[config.mk]
export PLATFORM = sky130hd
export DESIGN_NAME = biquad_sequencer_flat
export DESIGN_NICKNAME = d
export VERILOG_FILES = /design/src/rtl/biquad_sequencer_pkg.sv /design/src/rtl/biquad_sequencer_if.sv /design/src/rtl/biquad_sequencer_mac.sv /design/src/rtl/biquad_sequencer.sv /design/src/flat_wrapper.sv
export SDC_FILE = /design/constraint.sdc
export NUM_CORES = 2
export LEC_CHECK = 0
export BUFFER_PORTS_ARGS = -buffer_cell sky130_fd_sc_hd__clkbuf_2
export CORE_ASPECT_RATIO = 2
export CORE_MARGIN = 2
export CORE_UTILIZATION = 45
export CTS_CLUSTER_SIZE = 8
export DETAILED_ROUTE_END_ITERATION = 12
export PLACE_DENSITY = 0.61
export RECOVER_POWER = 25
export SLEW_MARGIN = 15
export SYNTH_ARGS = -nofsm -noshare
export SYNTH_HDL_FRONTEND = slang
export SYNTH_SLANG_ARGS = --single-unit
[constraint.sdc]
create_clock -name clk -period 14.8 [get_ports clk]
set_clock_uncertainty 0.15 [all_clocks]
set_input_delay 0.74 -clock clk [delete_from_list [all_inputs] [get_ports clk]]
set_output_delay 0.74 -clock clk [all_outputs]
set_load 0.005 [all_outputs]
[src/rtl/biquad_sequencer_pkg.sv]
// iir_pkg: widths, coefficient slot indices, FSM and MAC encodings, and the
// Q26 accumulator -> Q11 sample saturation shared by the biquad cascade.
package iir_pkg;

  localparam int DATA_W    = 12;  // signed Q11 samples
  localparam int COEF_W    = 17;  // signed Q15 coefficients
  localparam int ACC_W     = 29;  // signed Q26 accumulator / delay state
  localparam int COEF_FRAC = 15;  // fractional bits dropped when leaving Q26

  // Coefficient slot inside one section: address = section*NUM_K + k
  localparam int NUM_K = 5;
  localparam int K_B0  = 0;
  localparam int K_B1  = 1;
  localparam int K_B2  = 2;
  localparam int K_A1  = 3;
  localparam int K_A2  = 4;

  localparam logic [DATA_W-1:0]        SAT_POS  = 12'h7FF;
  localparam logic [DATA_W-1:0]        SAT_NEG  = 12'h800;
  localparam logic signed [COEF_W-1:0] COEF_ONE = 17'sd32768;

  // Sequencer states; one multiply per state except SAT/IDLE/DONE
  typedef enum logic [2:0] {
    ST_IDLE = 3'd0,
    ST_B0   = 3'd1,
    ST_SAT  = 3'd2,
    ST_B1   = 3'd3,
    ST_A1   = 3'd4,
    ST_B2   = 3'd5,
    ST_A2   = 3'd6,
    ST_DONE = 3'd7
  } state_e;

  // MAC operand select: keep, addend+product, acc-product, product only
  typedef enum logic [1:0] {
    MAC_HOLD = 2'd0,
    MAC_ADD  = 2'd1,
    MAC_SUB  = 2'd2,
    MAC_LOAD = 2'd3
  } mac_op_e;

  // Integer part of the Q26 value lives in acc[28:26]; anything outside
  // [-1, 1) clips to the Q11 rails, otherwise keep acc[26:15].
  function automatic logic [DATA_W-1:0] saturate(input logic [ACC_W-1:0] acc);
    logic signed [2:0] w_ib;
    w_ib = $signed(acc[ACC_W-1:ACC_W-3]);
    if (w_ib >= 3'sd1) return SAT_POS;
    if (w_ib < 3'sb111) return SAT_NEG;
    return acc[COEF_FRAC+DATA_W-1:COEF_FRAC];
  endfunction

endpackage

[src/rtl/biquad_sequencer_if.sv]
// Sample / coefficient / result bus of the biquad sequencer.
// Handshake: in_valid is a one-cycle strobe with no backpressure; the block
// is ready exactly when busy is low, a strobe seen while busy is dropped and
// flagged by overrun one cycle later. out_valid is a one-cycle strobe with
// out_sample/dac_out held until the next result. coef_we is likewise a
// strobe, answered by coef_rej one cycle later when it cannot be taken.
interface biquad_sequencer_if #(
  parameter int CA_W = 5
) ();
  import iir_pkg::*;

  logic                in_valid;
  logic [DATA_W-1:0]   in_sample;
  logic                flush;
  logic                coef_we;
  logic [CA_W-1:0]     coef_addr;
  logic [COEF_W-1:0]   coef_wdata;
  logic                coef_rej;
  logic                busy;
  logic                overrun;
  logic                out_valid;
  logic [DATA_W-1:0]   out_sample;
  logic [DATA_W-1:0]   dac_out;
  state_e              dbg_state;

  modport master (
    output in_valid, in_sample, flush, coef_we, coef_addr, coef_wdata,
    input  coef_rej, busy, overrun, out_valid, out_sample, dac_out, dbg_state
  );

  modport slave (
    input  in_valid, in_sample, flush, coef_we, coef_addr, coef_wdata,
    output coef_rej, busy, overrun, out_valid, out_sample, dac_out, dbg_state
  );

endinterface

[src/rtl/biquad_sequencer_mac.sv]
// biquad_mac: the single shared 17x12 multiplier feeding a registered
// 29-bit accumulator. Products are exact and sign-extended; sums wrap.
module biquad_mac
  import iir_pkg::*;
(
  input  logic                     clk,
  input  logic                     rst,
  input  mac_op_e                  i_op,
  input  logic signed [COEF_W-1:0] i_coef,
  input  logic signed [DATA_W-1:0] i_data,
  input  logic signed [ACC_W-1:0]  i_addend,
  output logic signed [ACC_W-1:0]  o_acc,
  output logic signed [ACC_W-1:0]  o_sum
);

  logic signed [ACC_W-1:0] r_acc;
  logic signed [ACC_W-1:0] w_coef_x;
  logic signed [ACC_W-1:0] w_data_x;
  logic signed [ACC_W-1:0] w_prod;
  logic signed [ACC_W-1:0] w_sum;

  // A 17x12 product always fits in 29 bits, so the low word is exact
  assign w_coef_x = {{(ACC_W-COEF_W){i_coef[COEF_W-1]}}, i_coef};
  assign w_data_x = {{(ACC_W-DATA_W){i_data[DATA_W-1]}}, i_data};
  assign w_prod   = w_coef_x * w_data_x;

  // Operand select for the next accumulator value
  always_comb begin
    w_sum = r_acc;
    case (i_op)
      MAC_HOLD: w_sum = r_acc;
      MAC_ADD:  w_sum = i_addend + w_prod;
      MAC_SUB:  w_sum = r_acc - w_prod;
      MAC_LOAD: w_sum = w_prod;
    endcase
  end

  // Accumulator register
  always_ff @(posedge clk) begin
    if (rst) r_acc <= '0;
    else     r_acc <= w_sum;
  end

  assign o_acc = r_acc;
  assign o_sum = w_sum;

endmodule

[src/rtl/biquad_sequencer.sv]
// biquad_sequencer: time-multiplexed cascade of transposed-DF-II biquads.
// Each accepted sample walks B0,SAT,B1,A1,B2,A2 per section on one shared
// MAC, then DONE publishes the result (Q11 and offset-binary for the DAC).
module biquad_sequencer
  import iir_pkg::*;
#(
  parameter int NUM_SECTIONS = 3,
  parameter int CA_W         = 5
) (
  input  logic              clk,
  input  logic              rst,
  biquad_sequencer_if.slave bus
);

  localparam int NUM_COEF  = NUM_K * NUM_SECTIONS;
  localparam int SEC_W     = (NUM_SECTIONS > 1) ? $clog2(NUM_SECTIONS) : 1;
  // Register files are sized to the full index range; slots past the legal
  // range are never written and keep their reset constant.
  localparam int NUM_CSLOT = 1 << CA_W;
  localparam int NUM_DSLOT = 1 << SEC_W;

  state_e                    r_state;
  logic [SEC_W-1:0]          r_sec;
  logic [CA_W-1:0]           r_base;
  logic signed [DATA_W-1:0]  r_x;
  logic signed [DATA_W-1:0]  r_y;
  logic [DATA_W-1:0]         r_out_sample;
  logic                      r_out_valid;
  logic                      r_overrun;
  logic                      r_coef_rej;
  logic signed [COEF_W-1:0]  r_coef [NUM_CSLOT];
  logic signed [ACC_W-1:0]   r_d1   [NUM_DSLOT];
  logic signed [ACC_W-1:0]   r_d2   [NUM_DSLOT];

  logic                      w_idle;
  logic                      w_addr_ok;
  logic                      w_last;
  mac_op_e                   w_op;
  logic [CA_W-1:0]           w_k;
  logic signed [COEF_W-1:0]  w_coef;
  logic signed [DATA_W-1:0]  w_data;
  logic signed [ACC_W-1:0]   w_addend;
  logic signed [ACC_W-1:0]   w_acc;
  logic signed [ACC_W-1:0]   w_sum;

  assign w_idle    = (r_state == ST_IDLE);
  assign w_addr_ok = (int'(bus.coef_addr) < NUM_COEF);
  assign w_last    = (r_sec == SEC_W'(NUM_SECTIONS - 1));

  biquad_mac u_mac (
    .clk      (clk),
    .rst      (rst),
    .i_op     (w_op),
    .i_coef   (w_coef),
    .i_data   (w_data),
    .i_addend (w_addend),
    .o_acc    (w_acc),
    .o_sum    (w_sum)
  );

  // Per-state MAC operands: feed-forward terms use x, feedback terms use y
  always_comb begin
    w_op     = MAC_HOLD;
    w_k      = CA_W'(K_B0);
    w_data   = r_x;
    w_addend = r_d2[r_sec];
    case (r_state)
      ST_B0: w_op = MAC_ADD;
      ST_B1: begin
        w_op     = MAC_ADD;
        w_k      = CA_W'(K_B1);
        w_addend = r_d1[r_sec];
      end
      ST_A1: begin
        w_op   = MAC_SUB;
        w_k    = CA_W'(K_A1);
        w_data = r_y;
      end
      ST_B2: begin
        w_op = MAC_LOAD;
        w_k  = CA_W'(K_B2);
      end
      ST_A2: begin
        w_op   = MAC_SUB;
        w_k    = CA_W'(K_A2);
        w_data = r_y;
      end
      default: ;
    endcase
  end

  assign w_coef = r_coef[r_base + w_k];

  // Sequencer: capture sample, walk the sections, publish the result
  always_ff @(posedge clk) begin
    if (rst) begin
      r_state      <= ST_IDLE;
      r_sec        <= '0;
      r_base       <= '0;
      r_x          <= '0;
      r_y          <= '0;
      r_out_sample <= '0;
      r_out_valid  <= 1'b0;
      r_overrun    <= 1'b0;
    end else begin
      r_out_valid <= 1'b0;
      r_overrun   <= bus.in_valid && !w_idle;
      case (r_state)
        ST_IDLE: begin
          if (bus.in_valid) begin
            r_x     <= bus.in_sample;
            r_sec   <= '0;
            r_base  <= '0;
            r_state <= ST_B0;
          end
        end
        ST_B0:  r_state <= ST_SAT;
        ST_SAT: begin
          r_y     <= saturate(w_acc);
          r_state <= ST_B1;
        end
        ST_B1:  r_state <= ST_A1;
        ST_A1:  r_state <= ST_B2;
        ST_B2:  r_state <= ST_A2;
        ST_A2: begin
          r_x <= r_y;
          if (w_last) begin
            r_out_sample <= r_y;
            r_out_valid  <= 1'b1;
            r_state      <= ST_DONE;
          end else begin
            r_sec   <= r_sec + 1'b1;
            r_base  <= r_base + CA_W'(NUM_K);
            r_state <= ST_B0;
          end
        end
        ST_DONE: r_state <= ST_IDLE;
        default: r_state <= ST_IDLE;
      endcase
    end
  end

  // Coefficient file: passthrough after reset, writable only while idle
  always_ff @(posedge clk) begin
    if (rst) begin
      for (int i = 0; i < NUM_CSLOT; i++)
        r_coef[i] <= (i < NUM_COEF && (i % NUM_K) == K_B0) ? COEF_ONE : '0;
      r_coef_rej <= 1'b0;
    end else begin
      r_coef_rej <= 1'b0;
      if (bus.coef_we) begin
        if (w_idle && w_addr_ok) r_coef[bus.coef_addr] <= bus.coef_wdata;
        else                     r_coef_rej <= 1'b1;
      end
    end
  end

  // Delay state: flush wins in idle, so a same-cycle sample sees zeros
  always_ff @(posedge clk) begin
    if (rst || (w_idle && bus.flush)) begin
      for (int i = 0; i < NUM_DSLOT; i++) begin
        r_d1[i] <= '0;
        r_d2[i] <= '0;
      end
    end else if (r_state == ST_A1) begin
      r_d2[r_sec] <= w_sum;
    end else if (r_state == ST_A2) begin
      r_d1[r_sec] <= w_sum;
    end
  end

  assign bus.busy       = !w_idle;
  assign bus.overrun    = r_overrun;
  assign bus.coef_rej   = r_coef_rej;
  assign bus.out_valid  = r_out_valid;
  assign bus.out_sample = r_out_sample;
  assign bus.dac_out    = {~r_out_sample[DATA_W-1], r_out_sample[DATA_W-2:0]};
  assign bus.dbg_state  = r_state;

endmodule

[src/flat_wrapper.sv]
// flat-port wrapper written by rule: the top's interface ports become plain ports
module biquad_sequencer_flat import iir_pkg::*;
#(
  parameter int NUM_SECTIONS = 3,
  parameter int CA_W         = 5
)
  (clk, rst, bus_in_valid, bus_in_sample, bus_flush, bus_coef_we, bus_coef_addr, bus_coef_wdata, bus_coef_rej, bus_busy, bus_overrun, bus_out_valid, bus_out_sample, bus_dac_out, bus_dbg_state);
  biquad_sequencer_if #(.CA_W(CA_W)) bus_i ();
  input  logic clk;
  input  logic rst;
  input wire logic [$bits(bus_i.in_valid)-1:0] bus_in_valid;
  input wire logic [$bits(bus_i.in_sample)-1:0] bus_in_sample;
  input wire logic [$bits(bus_i.flush)-1:0] bus_flush;
  input wire logic [$bits(bus_i.coef_we)-1:0] bus_coef_we;
  input wire logic [$bits(bus_i.coef_addr)-1:0] bus_coef_addr;
  input wire logic [$bits(bus_i.coef_wdata)-1:0] bus_coef_wdata;
  output wire logic [$bits(bus_i.coef_rej)-1:0] bus_coef_rej;
  output wire logic [$bits(bus_i.busy)-1:0] bus_busy;
  output wire logic [$bits(bus_i.overrun)-1:0] bus_overrun;
  output wire logic [$bits(bus_i.out_valid)-1:0] bus_out_valid;
  output wire logic [$bits(bus_i.out_sample)-1:0] bus_out_sample;
  output wire logic [$bits(bus_i.dac_out)-1:0] bus_dac_out;
  output wire logic [$bits(bus_i.dbg_state)-1:0] bus_dbg_state;
  assign bus_i.in_valid = bus_in_valid;
  assign bus_i.in_sample = bus_in_sample;
  assign bus_i.flush = bus_flush;
  assign bus_i.coef_we = bus_coef_we;
  assign bus_i.coef_addr = bus_coef_addr;
  assign bus_i.coef_wdata = bus_coef_wdata;
  assign bus_coef_rej = bus_i.coef_rej;
  assign bus_busy = bus_i.busy;
  assign bus_overrun = bus_i.overrun;
  assign bus_out_valid = bus_i.out_valid;
  assign bus_out_sample = bus_i.out_sample;
  assign bus_dac_out = bus_i.dac_out;
  assign bus_dbg_state = bus_i.dbg_state;
  biquad_sequencer #(.NUM_SECTIONS(NUM_SECTIONS), .CA_W(CA_W)) u_core (.clk(clk), .rst(rst), .bus(bus_i));
endmodule
Yosys cells after proc, flatten, opt, wreduce, memory -nomap -nowiden:

Memories as Yosys holds them, arrays and structs flattened. A register that Yosys moved wholly into a read port is not among the register bits.
Index checks and enable logic that the tools add are counted.

* bitwise logic cells: 3
* eq/ne operators: 13
* reduce and logical (&&, ||, !) cells: 18
* multiplexer cells: 57
* multiply operators: 1
* add/sub/neg operators: 5
* magnitude comparators: 3

Operator list (number)
* $pmux W29 S4: 1
* $mux W29: 3
* $mux W12: 6
* $reduce_or A29 Y1: 2
* $add A29 B29 Y29: 1
* $mul A17 B12 Y29: 1
* $sub A29 B29 Y29: 1
* $mux W1: 27
* $pmux W12 S2: 1
* $pmux W3 S8: 1
* $mux W17: 1
* $reduce_or A17 Y1: 1
* $mux W2: 8
* $mux W5: 3
* $eq A3 B3 Y1 const B: 4
* $pmux W3 S4: 1
* $pmux W5 S2: 1
* $reduce_or A2 Y1: 4
* $eq A2 B2 Y1 const B: 3
* $eq A3 B2 Y1 const B: 2
* $mux W3: 2
* $pmux W2 S3: 1
* $add A5 B3 Y5: 1
* $add A5 B3 Y5 const B: 1
* 17 further kinds: 23

* flip-flop bits (word level): 78
* memories kept: 3
* output and inout port bits: 31
* word-level logic and storage cells: 113
* input bits: 39
* memory bits (writable): 776

Memories
* u_core.r_coef: depth 32, bits a word 17, rd ports 1, clocked after Yosys merged registers in 0, wr ports 32, RTL line biquad_sequencer.sv:31 `logic signed [COEF_W-1:0] r_coef [NUM_CSLOT];`
* u_core.r_d1: depth 4, bits a word 29, rd ports 1, clocked after Yosys merged registers in 1, wr ports 4, RTL line biquad_sequencer.sv:32 `logic signed [ACC_W-1:0] r_d1 [NUM_DSLOT];`
* u_core.r_d2: depth 4, bits a word 29, rd ports 1, clocked after Yosys merged registers in 1, wr ports 4, RTL line biquad_sequencer.sv:33 `logic signed [ACC_W-1:0] r_d2 [NUM_DSLOT];`

Depth between registers and ports, before layout:

* depth in word-level cells: 9
* gate-level depth with buffers: 50
* mapped depth without buffers: 43

By module:

Synthesis repeated with hierarchy kept, for this count alone.

* cell total of the unflattened synthesis: 3547
* area total of the unflattened synthesis: 47191.5 um2

By module, submodules not included
* biquad_sequencer: cells an instance 2151, area each 35454.0 um2, times used 1, seq. area each 24323.3 um2
* biquad_mac: cells an instance 1396, area each 11737.5 um2, times used 1, seq. area each 580.6 um2

Worst setup path after synthesis:

No wires, ideal clock.

* path type: reg2reg
* start point: reg u_core.r_state[0], in the netlist u_core.bus.dbg_state[0]
* end point: mem u_core.r_d1[1][28], data pin
* data required time: 14.377 ns
* library setup time: 0.273 ns
* stages on the path, launching flop included: 48
* clock period less this slack: 12.462 ns
* path slack: 2.338 ns
* data arrival time: 12.039 ns
* path buffers: 8
* cells stage by stage: dfxtp_1 > clkbuf_1 > nor2b_1 > nand2_1 > buf_1 > clkbuf_1 > o21ai_0 > ha_1 > inv_1 > fa_1 > clkbuf_1 > clkbuf_1 > clkbuf_1 > buf_1 > mux4_2 > mux4_2 > mux2_2 > buf_2 > (+12 left out) > o21ai_0 > nor2_1 > o21ai_0 > a31oi_1 > xor2_1 > inv_1 > ha_1 > or3_1 > o211ai_1 > o21a_1 > a21oi_1 > a2111oi_1 > o21ai_0 > a31oi_1 > o21ai_0 > xnor2_1 > a211oi_2 > nor2_1

RTL lines
* start: declaration: RTL line biquad_sequencer.sv:22 `state_e r_state;`
* start signal: assignment: RTL line biquad_sequencer.sv:97 `r_state <= ST_IDLE;`
* start signal: assignment: RTL line biquad_sequencer.sv:114 `r_state <= ST_B0;`
* start signal: assignment: RTL line biquad_sequencer.sv:117 `ST_B0: r_state <= ST_SAT;`
* end: declaration: RTL line biquad_sequencer.sv:32

==> impl_results.md <==
* Status: complete, but fails checks
* Failing checks: capacitance limit, slew limit
* Worst path bufs/invs at 6
* Logic pwr share at 0.420
* # port buffers at 69
* Via count at 27804
* Most common cell after layout, fill and taps aside: edfxtp_1
* Tot Pwr at 9.31 mW
* Cells after Synth at 3449
* Initial Util at 0.452
* Met2 GRT Util at 0.448
* IO Count at 70
* DP Cell Count at 5010
* Crit path largest cell delay at 1.20 ns
* Period utilization at 0.890
* Die H at 456 um
* Fmax at between 70 and 80 MHz
* Reg clk slew, reported paths at ~0.06 ns
* Remaining DRCs at 0
* Post-Synthesis Cell Area at 46100 um^2
* Pin count of the biggest net entering global routing at roughly 180
* DRT Wirelength at 119000 um
* Max rail drop VDD at 0.134 mV
* Drt first pass iters at 5
* Launching element type of the critical path: flop
* Setup violations, final at 0
* Post-CTS Setup Repair Bufs at 0
* Post-synthesis register bit count at approximately 860
* Cts repair resizes at 0
* Congestion Overflow GR at 0
* Sequential Power Share at 0.313
* Fin crit period at ~13 ns
* Largest area contributor in the netlist: edfxtp_1
* CTS Hold Bufs at 0
* Final ANT Viol Nets at 0
* Critical Path End Type: flop
* RSZ-0062 raised after global routing: false
* Leakage power at 20.4 nW
* Post-synthesis async set-or-reset flop share at 0
* Most used cell, CP: fa_1
* Switch share at 0.376
* Met3 Usage GRT at 0.0288
* Slowest stage cell on the critical path: fa_4
* First-pass GRT wire length at ~180000 um
* Worst-margin pin slew at between 8 and 9 ns
* Core area at 102000 um^2
* Die ar. at 105000 um^2
* Die X at 230 um
* Synth top area share at 0.506
* Post-synthesis sequential area ratio at 0.541
* WHS at around 0.16 ns
* Share of cells above drive strength 1 at 0.154
* Avg Inst Size Synth at 13.4 um^2
* Initial antenna violation count at 4
* Max-Cap Viols at 8
* Worst setup path class: flop to flop
* CP top delay family: adder cells
* Busiest grt layer: met2
* Root buffer cell: clkbuf_16
* Final Max Slew Viols at 484
* DR WL/cell at 22.9 um
* Vias in the first global route at 29615
* CTS sink count at 856
* Area Growth Syn to Fin at 13.8%
* Max_slew headroom at -4.97
* Cell Rows at 166
* Clk pwr share at 0.267
* Clk_lat worst skew at about 0.75 ns
* Layout Nets at between 4000 and 5000
* Type of the most critical hold path: input pin to flop
* Post-detail-place hpwl at 82000 um
* Synth Warn # at 0
* All-layer global routing usage at 0.231
* Starting DRT DRC Count at 2044
* Final std cells w/o fill at 5194
* P_int at 5.81 mW
* Crit Path Max Fanout at 39
* TritonCTS clock tree: built
* Worst EP arrival at 13.43 ns
* Routability cong. at 0.896
* EDFF count, synth at between 700 and 800
* Clk buf depth at 3
* M1 GR Usage at 0.236
* Switching pwr at 3.50 mW
* Setup TNS at 0 ns
* Largest cells by area after synthesis: edfxtp_1 (51%), mux4_2 (11%), fa_1 (8.3%)
* Most frequent cells in the layout: edfxtp_1 (776), nor2_1 (341), and2_1 (296)
* H-tree lvl count at 3
* Main synth FF type: edfxtp_1
* Hold Vio Cnt, Final at 0
* Drt via density at between 5 and 6
* Netlist cell types at 75
* CP Data Required Time at 15.05 ns
* CTS Buf Count at 117
* Pwr dens at roughly 180 nW/um^2
worst register-to-register path, delay by kind of cell, from the launching register on:
kind,cells,cell delay (ns)
mux,3,1.40
buf+inv,6,0.84
xor+xnor,2,0.45
simple gates,8,0.97
fa+ha+maj,9,4.51
compound gates,13,3.89
flops,1,0.63
worst paths after layout:
| check | startpoint | to | slack (ns) | cells past startpoint |
|---|---|---|---|---|
| worst max-delay path | u_core.bus.dbg_state[0]$_SDFFE_PP0N_ | u_core.r_d1[2][28]$_SDFFCE_PN0P_ | 1.63 | 41 |
| worst min-delay path | bus_in_sample[1] | u_core.r_x[1]$_SDFFE_PP0P_ | 0.16 | 3 |
| worst max register to register | u_core.bus.dbg_state[0]$_SDFFE_PP0N_ | u_core.r_d1[2][28]$_SDFFCE_PN0P_ | 1.63 | 41 |
| worst min register to register | u_core.bus.out_sample[0]$_SDFFE_PP0P_ | u_core.bus.out_sample[0]$_SDFFE_PP0P_ | 0.32 | 2 |
state kept, by name, indices dropped and copies added (netlist names), named ones only:
| register | count |
|---|---|
| u_core.r_x | 12 |
| u_core.r_sec | 2 |
| u_core.r_y | 12 |
| u_core.r_d2 | 116 |
| u_core.r_base | 5 |
| u_core.bus.out_sample | 12 |
| u_core.r_d1 | 116 |
| u_core.r_coef | 544 |
| u_core.bus.coef_rej | 1 |
| u_core.bus.overrun | 1 |
| u_core.bus.out_valid | 1 |
| u_core.u_mac.o_acc | 29 |
| u_core.bus.dbg_state | 3 |
cell type report:
| class | count | area [um^2] |
|---|---|---|
| repair buffers | 141 | 905 |
| diodes | 4 | 10.0 |
| clock inverters | 9 | 231 |
| fillers | 8671 | 49600 |
| well taps | 1344 | 1680 |
| clock buffers | 171 | 3130 |
| inverters | 285 | 1070 |
| flip-flops and latches | 856 | 24900 |
| multi-input cells | 2384 | 20500 |
power groups by stage:
| stage | Sequential (mW) | Clock [mW] | Combinational (mW) |
|---|---|---|---|
| 6_report | 2.91 | 2.49 | 3.91 |
| 5_1_grt | 2.93 | 2.62 | 4.36 |
| 4_1_cts | 2.90 | 2.53 | 3.92 |
| 3_5_place_dp | 2.95 | 0 | 3.90 |
| 3_3_place_gp | 2.94 | 0 | 3.87 |
| 2_1_floorplan | 2.91 | 0 | 2.97 |
through the flow:
| stage | setup WS (ns) | utilization | instance area [um^2] |
|---|---|---|---|
| after floorplan | 2.34 | - | 47100 |
| after global placement | 1.89 | 0.481 | 49100 |
| after detailed placement | 1.80 | 0.481 | 49100 |
| after CTS | 1.74 | 0.514 | 52500 |
| after global routing | 0.810 | 0.514 | 52400 |
| final | 1.63 | 0.514 | 52400 |
per-layer routing:
layer	routed length [um]	vias to the layer above
li1	-	12592
met1	39800	14039
met2	67500	867
met3	5240	306
met4	6530	0
met5	0	-
cells in the mapped netlist (43+ instances only):
library cell,instances
clkbuf_1,171
dfxtp_1,80
a21oi_1,113
ha_1,115
edfxtp_1,776
xnor2_1,57
inv_1,285
fa_1,191
mux2_2,43
mux4_2,232
and2_1,296
o21ai_0,66
nor2_1,347
nand2_1,281
logic make-up after synthesis:
logic type / after synthesis / synth area share
AO/OA/AOI/OAI: 340 / 0.0482
XOR/XNOR: 82 / 0.0158
adder cells (fa/ha/maj): 311 / 0.115
buffers and inverters: 497 / 0.0417
flip-flops: 856 / 0.541
multiplexers: 290 / 0.127
other: 1 / 0.0000814
AND/OR/NAND/NOR: 1072 / 0.111
Power figures use the tool's default switching activity.
